File: src/rtl/layer_seq_ctrl.sv
// Convolutional layer sequencer. It loads the weights and streams the feature map for each input
// channel, then accumulates the results into the output BRAM by read-modify-write.
module layer_seq_ctrl #(
  parameter int unsigned KERNEL_SIZE = 3,
  parameter int unsigned IN_FM_CH    = 4,
  parameter int unsigned OUT_FM_CH   = 2,
  parameter int unsigned NUM_PE      = 2,
  parameter int unsigned DW          = 16,
  parameter int unsigned IN_WORDS    = 84,
  parameter int unsigned OUT_WORDS   = 14,
  parameter int unsigned RELU_EN     = 1,
  parameter int unsigned BIAS_EN     = 1,
  localparam int unsigned KK    = KERNEL_SIZE * KERNEL_SIZE,
  localparam int unsigned LANES = NUM_PE * OUT_FM_CH,
  localparam int unsigned CHW   = $clog2(IN_FM_CH) + 1,
  localparam int unsigned WAW   = $clog2(KK) + 1,
  localparam int unsigned FAW   = $clog2(IN_WORDS) + 1,
  localparam int unsigned OAW   = $clog2(OUT_WORDS) + 1
) (
  input  logic                    i_clk,
  input  logic                    i_rst,
  input  logic                    i_start,
  input  logic [DW*OUT_FM_CH-1:0] i_bias,
  input  logic                    i_conv_valid,
  input  logic [DW*LANES-1:0]     i_conv_result,
  input  logic [DW*LANES-1:0]     i_out_rdata,
  output logic                    o_busy,
  output logic                    o_done,
  output logic [CHW-1:0]          o_ch_sel,
  output logic [WAW-1:0]          o_weight_addr,
  output logic                    o_weight_en,
  output logic [FAW-1:0]          o_fm_addr,
  output logic                    o_go,
  output logic                    o_conv_rst,
  output logic [OAW-1:0]          o_out_raddr,
  output logic                    o_out_we,
  output logic [OAW-1:0]          o_out_waddr,
  output logic [DW*LANES-1:0]     o_out_wdata,
  output logic                    o_overflow
);

  localparam logic [WAW-1:0] KkW    = WAW'(KK);
  localparam logic [FAW-1:0] FmLast = FAW'(IN_WORDS - 1);
  localparam logic [OAW-1:0] OutW   = OAW'(OUT_WORDS);
  localparam logic [CHW-1:0] ChLast = CHW'(IN_FM_CH - 1);
  localparam logic signed [DW+1:0] MaxV = {3'b000, {(DW-1){1'b1}}};
  localparam logic signed [DW+1:0] MinV = {3'b111, {(DW-1){1'b0}}};

  typedef enum logic [2:0] {StIdle, StWload, StStream, StDrain, StDone} state_e;
  state_e state_q, state_d;

  logic [CHW-1:0]      ch_q;
  logic [WAW-1:0]      wcnt_q;
  logic [FAW-1:0]      fcnt_q;
  logic [OAW-1:0]      beat_q;
  logic [OAW-1:0]      wr_cnt_q;
  logic                ovf_q;
  logic                s1_valid_q;
  logic [OAW-1:0]      s1_addr_q;
  logic [DW*LANES-1:0] s1_conv_q;
  logic                s2_valid_q;
  logic [OAW-1:0]      s2_addr_q;
  logic [DW*LANES-1:0] s2_data_q;
  logic [DW*LANES-1:0] sum_d;

  logic last_ch, drain_done, active, accept, drop, start_ok, next_ch, enter_wload;

  assign last_ch     = (ch_q == ChLast);
  assign drain_done  = (wr_cnt_q == OutW);
  assign active      = (state_q == StStream) || (state_q == StDrain);
  assign accept      = active && i_conv_valid && (beat_q < OutW);
  assign drop        = active && i_conv_valid && !(beat_q < OutW);
  assign start_ok    = (state_q == StIdle) && i_start;
  assign next_ch     = (state_q == StDrain) && drain_done && !last_ch;
  assign enter_wload = start_ok || next_ch;

  // One lane: accumulate, then bias/saturate/ReLU on the final channel only.
  function automatic logic [DW-1:0] acc_lane(input logic [DW-1:0] conv, input logic [DW-1:0] rdata,
                                             input logic [DW-1:0] bias, input logic first,
                                             input logic last);
    logic signed [DW+1:0] wide;
    logic [DW-1:0]        res;
    wide = {{2{conv[DW-1]}}, conv};
    if (!first) wide = wide + {{2{rdata[DW-1]}}, rdata};
    if (last && BIAS_EN != 0) wide = wide + {{2{bias[DW-1]}}, bias};
    if (wide > MaxV) begin
      res = MaxV[DW-1:0];
    end else if (wide < MinV) begin
      res = MinV[DW-1:0];
    end else begin
      res = wide[DW-1:0];
    end
    if (last && RELU_EN != 0 && res[DW-1]) res = '0;
    return res;
  endfunction

  always_comb begin
    sum_d = '0;
    for (int l = 0; l < int'(LANES); l++) begin
      sum_d[l*DW +: DW] = acc_lane(s1_conv_q[l*DW +: DW], i_out_rdata[l*DW +: DW],
                                   i_bias[(l/int'(NUM_PE))*DW +: DW], ch_q == '0, last_ch);
    end
  end

  // State register
  always_ff @(posedge i_clk) begin
    if (i_rst) begin
      state_q <= StIdle;
    end else begin
      state_q <= state_d;
    end
  end

  // Next-state logic
  always_comb begin
    state_d = state_q;
    unique case (state_q)
      StIdle:   if (i_start) state_d = StWload;
      StWload:  if (wcnt_q == KkW) state_d = StStream;
      StStream: if (fcnt_q == FmLast) state_d = StDrain;
      StDrain:  if (drain_done) state_d = last_ch ? StDone : StWload;
      StDone:   state_d = StIdle;
      default:  state_d = StIdle;
    endcase
  end

  // Output logic
  always_comb begin
    o_busy        = (state_q == StWload) || active;
    o_done        = (state_q == StDone);
    o_conv_rst    = (state_q == StIdle) || next_ch;
    o_ch_sel      = ch_q;
    o_weight_addr = ((state_q == StWload) && (wcnt_q < KkW)) ? wcnt_q : '0;
    // Address is issued one cycle ahead of its data
    o_weight_en   = (state_q == StWload) && (wcnt_q != '0);
    o_fm_addr     = (state_q == StStream) ? fcnt_q : '0;
    o_go          = (state_q == StStream);
    o_out_raddr   = accept ? beat_q : '0;
    o_out_we      = s2_valid_q;
    o_out_waddr   = s2_addr_q;
    o_out_wdata   = s2_data_q;
    o_overflow    = ovf_q;
  end

  // Counters and accumulation pipeline
  always_ff @(posedge i_clk) begin
    if (i_rst) begin
      ch_q       <= '0;
      wcnt_q     <= '0;
      fcnt_q     <= '0;
      beat_q     <= '0;
      wr_cnt_q   <= '0;
      ovf_q      <= 1'b0;
      s1_valid_q <= 1'b0;
      s1_addr_q  <= '0;
      s1_conv_q  <= '0;
      s2_valid_q <= 1'b0;
      s2_addr_q  <= '0;
      s2_data_q  <= '0;
    end else begin
      if (start_ok) begin
        ch_q  <= '0;
        ovf_q <= 1'b0;
      end else begin
        if (next_ch) ch_q <= ch_q + 1'b1;
        if (drop) ovf_q <= 1'b1;
      end

      if (enter_wload) begin
        wcnt_q <= '0;
      end else if ((state_q == StWload) && (wcnt_q != KkW)) begin
        wcnt_q <= wcnt_q + 1'b1;
      end

      if ((state_q == StStream) && (fcnt_q != FmLast)) begin
        fcnt_q <= fcnt_q + 1'b1;
      end else begin
        fcnt_q <= '0;
      end

      if (enter_wload) begin
        beat_q <= '0;
      end else if (accept) begin
        beat_q <= beat_q + 1'b1;
      end

      if (enter_wload) begin
        wr_cnt_q <= '0;
      end else if (s2_valid_q) begin
        wr_cnt_q <= wr_cnt_q + 1'b1;
      end

      s1_valid_q <= accept;
      if (accept) begin
        s1_addr_q <= beat_q;
        s1_conv_q <= i_conv_result;
      end
      s2_valid_q <= s1_valid_q;
      s2_addr_q  <= s1_addr_q;
      s2_data_q  <= sum_d;
    end
  end

endmodule

File: config.mk
export PLATFORM = sky130hd
export DESIGN_NAME = layer_seq_ctrl
export DESIGN_NICKNAME = d
export VERILOG_FILES = /design/src/rtl/layer_seq_ctrl.sv
export SDC_FILE = /design/constraint.sdc
export NUM_CORES = 1
export LEC_CHECK = 0
export CAP_MARGIN = 20
export CORE_UTILIZATION = 30
export DETAILED_ROUTE_END_ITERATION = 7
export PLACE_DENSITY = 0.59
export SYNTH_ARGS = -nofsm -noshare
export SYNTH_HDL_FRONTEND = slang
export SYNTH_SLANG_ARGS = --single-unit
File: constraint.sdc
create_clock -name i_clk -period 5.2 [get_ports i_clk]
set_input_delay 0.52 -clock i_clk [delete_from_list [all_inputs] [get_ports i_clk]]
set_output_delay 0.52 -clock i_clk [all_outputs]
set_load 0.005 [all_outputs]
# == Word level (Yosys, flattened, before mapping) ==
# Cells that the tools add are included.
# op_classes
n_addsub,13
order_cmp,10
n_eq_ne,14
mux,25
n_bitwise,1
reduce_logical,31
# ops
cell,n
$mux W18,8
$mux W16,8
$add A18 B18 Y18,4
$gt A18 B16 Y1 const B,4
$lt A18 B16 Y1 const B,4
$add A16 B16 Y17,4
$add A5 B1 Y5 const B,3
$mux W3,5
$logic_and A1 B1 Y1,14
$reduce_or A2 Y1,7
$pmux W3 S4,1
$eq A5 B4 Y1 const B,2
$lt A5 B4 Y1 const B,2
$mux W5,2
$eq A3 B2 Y1 const B,3
$add A8 B1 Y8 const B,1
$eq A8 B7 Y1 const B,1
$mux W8,1
$ne A8 B7 Y1 const B,1
$logic_not A3 Y1,2
$ne A2 B2 Y1 const B,3
$ne A5 B4 Y1 const B,1
$reduce_bool A5 Y1,1
$logic_or A1 B1 Y1,4
7 further kinds,8
# word_totals
ff_bits,170
in_bits,164
out_inout_bits,97
wordCells,110

# == Longest topological paths before layout ==
# depth
word_depth,9
depth_mapped,23
depth_no_buf,22

# == Worst setup path after synthesis ==
# OpenSTA, ideal clock, no wires.
# synth_path
path_kind,input to register
from,input i_out_rdata[16]
to,"register s2_data_q[22], in the netlist o_out_wdata[22]"
setup_time_ps,133
arrival_ps,4245
required_ps,5067
setup_slack_ps,822
stages,21
path_buffers,1
path_cell_list,ha_1 -> inv_1 -> fa_1 -> nor2b_1 -> o31a_1 -> o21ai_0 -> o21ai_0 -> a31oi_1 -> o21ai_0 -> xnor2_1 -> o21ai_0 -> ha_1 -> nand4_1 -> inv_1 -> o22ai_1 -> mux2i_1 -> a2bb2oi_1 -> o211ai_1 -> a2bb2oi_2 -> clkbuf_1 -> o21ai_0
# synth_between
elab_chain_cells,9
word_cells_on_any_way,10
cone_classes,2 x add/sub; 2 x order compare; 4 x mux; 2 x reduce/logical
# synth_rtl
item,line_no,source
"start, declared",26,"input logic [DW*LANES-1:0] i_out_rdata,"
$add A16 B16 Y17 (*),84,"if (!first) wide = wide + {{2{rdata[DW-1]}}, rdata};"
$mux W18 (*),84,
$add A18 B18 Y18,85,"if (last && BIAS_EN != 0) wide = wide + {{2{bias[DW-1]}}, bias};"
$mux W18 (*),85,
$lt A18 B16 Y1,88,end else if (wide < MinV) begin
$mux W16,88,
$mux W16 (*),86,if (wide > MaxV) begin
$logic_and A1 B1 Y1,93,if (last && RELU_EN != 0 && res[DW-1]) res = '0;
$reduce_or A2 Y1 (no line),n/a,
"end signal, assigned",200,s2_data_q <= sum_d;
"end, declared",63,logic [DW*LANES-1:0] s2_data_q;
# Every way passes the cells marked *; elsewhere a longest branch is shown, timed or not.
# A chain may end at the register's enable or synchronous reset.

# == Worst setup path after layout ==
# layout_path
from,input i_out_rdata[0]
to,"register s2_data_q[2], in the netlist o_out_wdata[2]"
# Same word-level chain as after synthesis.

==> results.sh <==
export IMPL_grt_start_max_net_pins=65
export IMPL_fillerInstances=4438
export IMPL_cts_buffer_depth=2
export IMPL_insertion_delay_ns=0.49
export IMPL_slowest_stage="o31ai_2"
export IMPL_wl_per_cell_um=16.7
export IMPL_coreArea_um2=43100
export IMPL_cts_resized=0
export IMPL_synth_area_um2=13100
export IMPL_fin_crit_sh_pct=95.3
export IMPL_critPathKind="input pin to flop"
export IMPL_async_flop_share_pct=0
export IMPL_drc=0
export IMPL_die_area_um2=44500
export IMPL_antenna_left=0
export IMPL_initial_core_util_pct=30.4
export IMPL_hpwl_um=33600
export IMPL_ys_warn_count=0
export IMPL_cp_start_kind="input pin"
export IMPL_clockRootBuffer="clkbuf_16"
export IMPL_port_buffers=258
export IMPL_ys_top_cells_by_area="dfxtp_1 (26%), ha_1 (14%), nand2_1 (8.0%), a21oi_1 (7.2%), o21ai_0 (5.7%)"
export IMPL_timing_rr_start="s1_conv_q[0]"
export IMPL_cp_arrival_ns=5.27
export IMPL_fmax_ghz=0.202
export IMPL_routabilityCongestion=0.893
export IMPL_worstPathRequired_ns=5.52
export IMPL_synth_ff_type="dfxtp_1"
export IMPL_holdWs_ns=0.453
export IMPL_grt_pass1_wl_um=67700
export IMPL_antenna_found_initial=5
export IMPL_yosysSeqAreaShare_pct=26.0
export IMPL_n_antenna_cell=0
export IMPL_hold_viol=0
export IMPL_numCtsBuffers=17
export IMPL_worst_pin_slew_ns=1.12
export IMPL_post_cts_buffers=0
export IMPL_multi_input_area_um2=9210
export IMPL_yosys_area_top_type="dfxtp_1"
export IMPL_ys_types=80
export IMPL_period_minus_slack_ns=4.95
export IMPL_grt_usage_pct=19.5
export IMPL_power_density_nw_per_um2=253
export IMPL_crit_fanout=15
export IMPL_first_pass_iters=5
export IMPL_synth_area_per_cell_um2=7.64
export IMPL_min_path_type="flop to flop"
export IMPL_synth_edf_count=0
export IMPL_fin_nets=2283
export IMPL_cts_tree="built"
export IMPL_routed_via_density=5.11
export IMPL_dr_total_vias=13100
export IMPL_row_count=76
export IMPL_h_tree_depth=4
export IMPL_hold_path_depth=2
export IMPL_peakVddDrop_mv=0.193
export IMPL_setup_viol=0
export IMPL_maxSlewHeadroom_pct=25.1
export IMPL_drtIter0Drc=744
export IMPL_regArea_um2=3400
export IMPL_place_area_um2=16500
export IMPL_path_clk_slew_ns=0.08
export IMPL_hold_buffers=0
export IMPL_grt_pass1_vias=12600
export IMPL_p_leak_nw=6.99
export IMPL_fin_skew_ns=0.0154
export IMPL_hold_path_end="s1_addr_q[0]"
export IMPL_worstPathCellList="clkdlybuf4s50_1 -> ha_1 -> inv_1 -> fa_1 -> nor2b_1 -> o31a_1 -> o41ai_2 -> o21bai_1 -> a21o_1 -> nand2_1 -> nand2b_1 -> xnor2_1 -> o21ai_0 -> ha_1 -> and3_1 -> and3_1 -> a21o_1 -> o21ai_1 -> o21ai_0 -> xor2_1 -> o31ai_2 -> a21oi_1"
export IMPL_drv_cap=0
export IMPL_fp_dieW_um=211
export IMPL_worst_r2r_path_depth=21
export IMPL_slowest_delay_ns=0.95
export IMPL_clock_sinks=170
export IMPL_r2r_slack_ns=0.33
export IMPL_min_from="s1_addr_q[0]"
export IMPL_end_kind="flop"
export IMPL_rr_endpoint="o_out_wdata[2]"
export IMPL_overflow=0
export IMPL_rsz0062_at_grt="no"
export IMPL_drv_slew=0
export IMPL_chipHeight_um=211
export IMPL_netlist_instances=1716
export IMPL_routed_wl_um=42900
export IMPL_layout_drive_gt1_share_pct=5.65
export IMPL_status="completed"
export IMPL_area_growth_pct=30.9
export IMPL_synth_top_cell_area_share_pct=26.0
export IMPL_fin_area_um2=17100
export IMPL_io_pins=261
export IMPL_ys_ff_latch=170
## critical path, delay by kind of cell
family | cells | cell delay [ns]
fa+ha+maj | 3 | 0.71
xor+xnor | 2 | 0.28
buf+inv | 2 | 0.47
compound gates | 10 | 2.66
simple gates | 5 | 0.63
## Yosys cell counts, drive strengths merged (16+ instances only)
cell / n
nand2: 280
a21oi: 189
dfxtp: 170
o21ai: 154
ha: 142
nor2: 119
inv: 58
clkbuf: 56
xnor2: 54
xor2: 53
a21o: 44
nor2b: 32
a211oi: 24
nand2b: 24
nor3: 24
mux2i: 23
o21a: 23
nand3: 22
a31oi: 20
and2: 18
buf: 16
## report_power, final
group	switching, mW	internal [mW]
clock	0.659	0.701
combinational	0.791	0.707
sequential	0.0832	1.40
total	1.53	2.81
## worst max path at each step
stage | from | endpoint | slack, ns | depth (start not counted)
2_1_floorplan | i_out_rdata[16] | o_out_wdata[22] | 0.82 | 21
3_3_place_gp | i_out_rdata[0] | o_out_wdata[14] | -0.09 | 22
3_5_place_dp | i_out_rdata[0] | o_out_wdata[2] | -0.20 | 22
4_1_cts | i_out_rdata[0] | o_out_wdata[2] | 0.35 | 22
5_1_grt | i_out_rdata[16] | o_out_wdata[29] | 0.02 | 23
6_report | i_out_rdata[0] | o_out_wdata[2] | 0.25 | 22
## cell families after synthesis
group / share of synthesized area [%]
xor gates and xnor gates: 7.15
AOI/OAI and AO/OA: 25.9
and+or+nand+nor: 20.1
DFF: 26.0
muxes: 2.10
other: 0.0286
adders and majority gates: 14.8
buffers and inverters: 3.97
## area by class of cell
| cell class | count | area share (%) |
|---|---|---|
| clock buffer | 18 | 2.56 |
| clock inverter | 14 | 1.00 |
| inverter | 59 | 1.29 |
| multi-input combinational | 1416 | 53.7 |
| sequential | 170 | 19.8 |
| tap | 585 | 4.27 |
| timing repair buffer | 305 | 17.3 |
## registers in the layout, summed over array words and instances, names as in the netlist, 3 cells and up
signal,cells
wcnt_q,5
o_ch_sel,3
wr_cnt_q,5
s1_conv_q,64
fcnt_q,8
o_out_wdata,64
s1_addr_q,5
beat_q,5
o_out_waddr,5
state_q,3
## metrics by stage
stage          total power, mW  setup WS, ns  TNS [ns]  util [%]  std cells
3_5_place_dp              3.00        -0.200     -3.68      38.4       2535
3_3_place_gp              2.98       -0.0858    -0.822      38.4       2535
2_1_floorplan             2.47         0.822         0         -       1717
5_1_grt                   4.62        0.0213         0      39.8       2567
4_1_cts                   4.40         0.348         0      39.8       2567
6_report                  4.34         0.246         0      39.8       2567
## cell usage in the layout, fill, tap and decap left out, types with 4 or more instances in the layout
master | Yosys | layout
a211oi_1 | 24 | 24
a21o_1 | 44 | 44
a21oi_1 | 189 | 189
a2bb2oi_1 | 4 | 4
a311oi_1 | 4 | 4
a31o_2 | 4 | 4
a31oi_1 | 20 | 20
and2_1 | 17 | 17
and3_1 | 9 | 8
and4_1 | 4 | 4
buf_4 | 3 | 45
clkbuf_16 | 0 | 17
clkdlybuf4s50_1 | 0 | 257
dfxtp_1 | 170 | 170
fa_1 | 8 | 8
ha_1 | 142 | 141
inv_1 | 58 | 58
inv_8 | 0 | 6
mux2_2 | 4 | 4
mux2i_1 | 23 | 23
nand2_1 | 280 | 279
nand2b_1 | 24 | 24
nand3_1 | 22 | 21
nand3b_1 | 4 | 4
nand4_1 | 14 | 14
nor2_1 | 119 | 119
nor2b_1 | 32 | 31
nor3_1 | 24 | 24
nor4_1 | 7 | 7
o211a_1 | 4 | 4
o211ai_1 | 8 | 8
o21a_1 | 23 | 23
o21ai_0 | 148 | 148
o21ai_1 | 5 | 5
o31a_1 | 6 | 6
o31ai_1 | 12 | 12
or3_1 | 10 | 10
or4_1 | 4 | 4
xnor2_1 | 54 | 54
xor2_1 | 53 | 53
## routing by layer
metal | vias to the layer above | share of wire, % | global-route usage (%)
li1 | 6637 | - | -
met1 | 6146 | 48 | 26.0
met2 | 290 | 44 | 30.5
met3 | 46 | 5.7 | 4.94
met4 | 10 | 1.7 | 6.57
met5 | - | 0.16 | 0
Power figures use the tool's default switching activity.
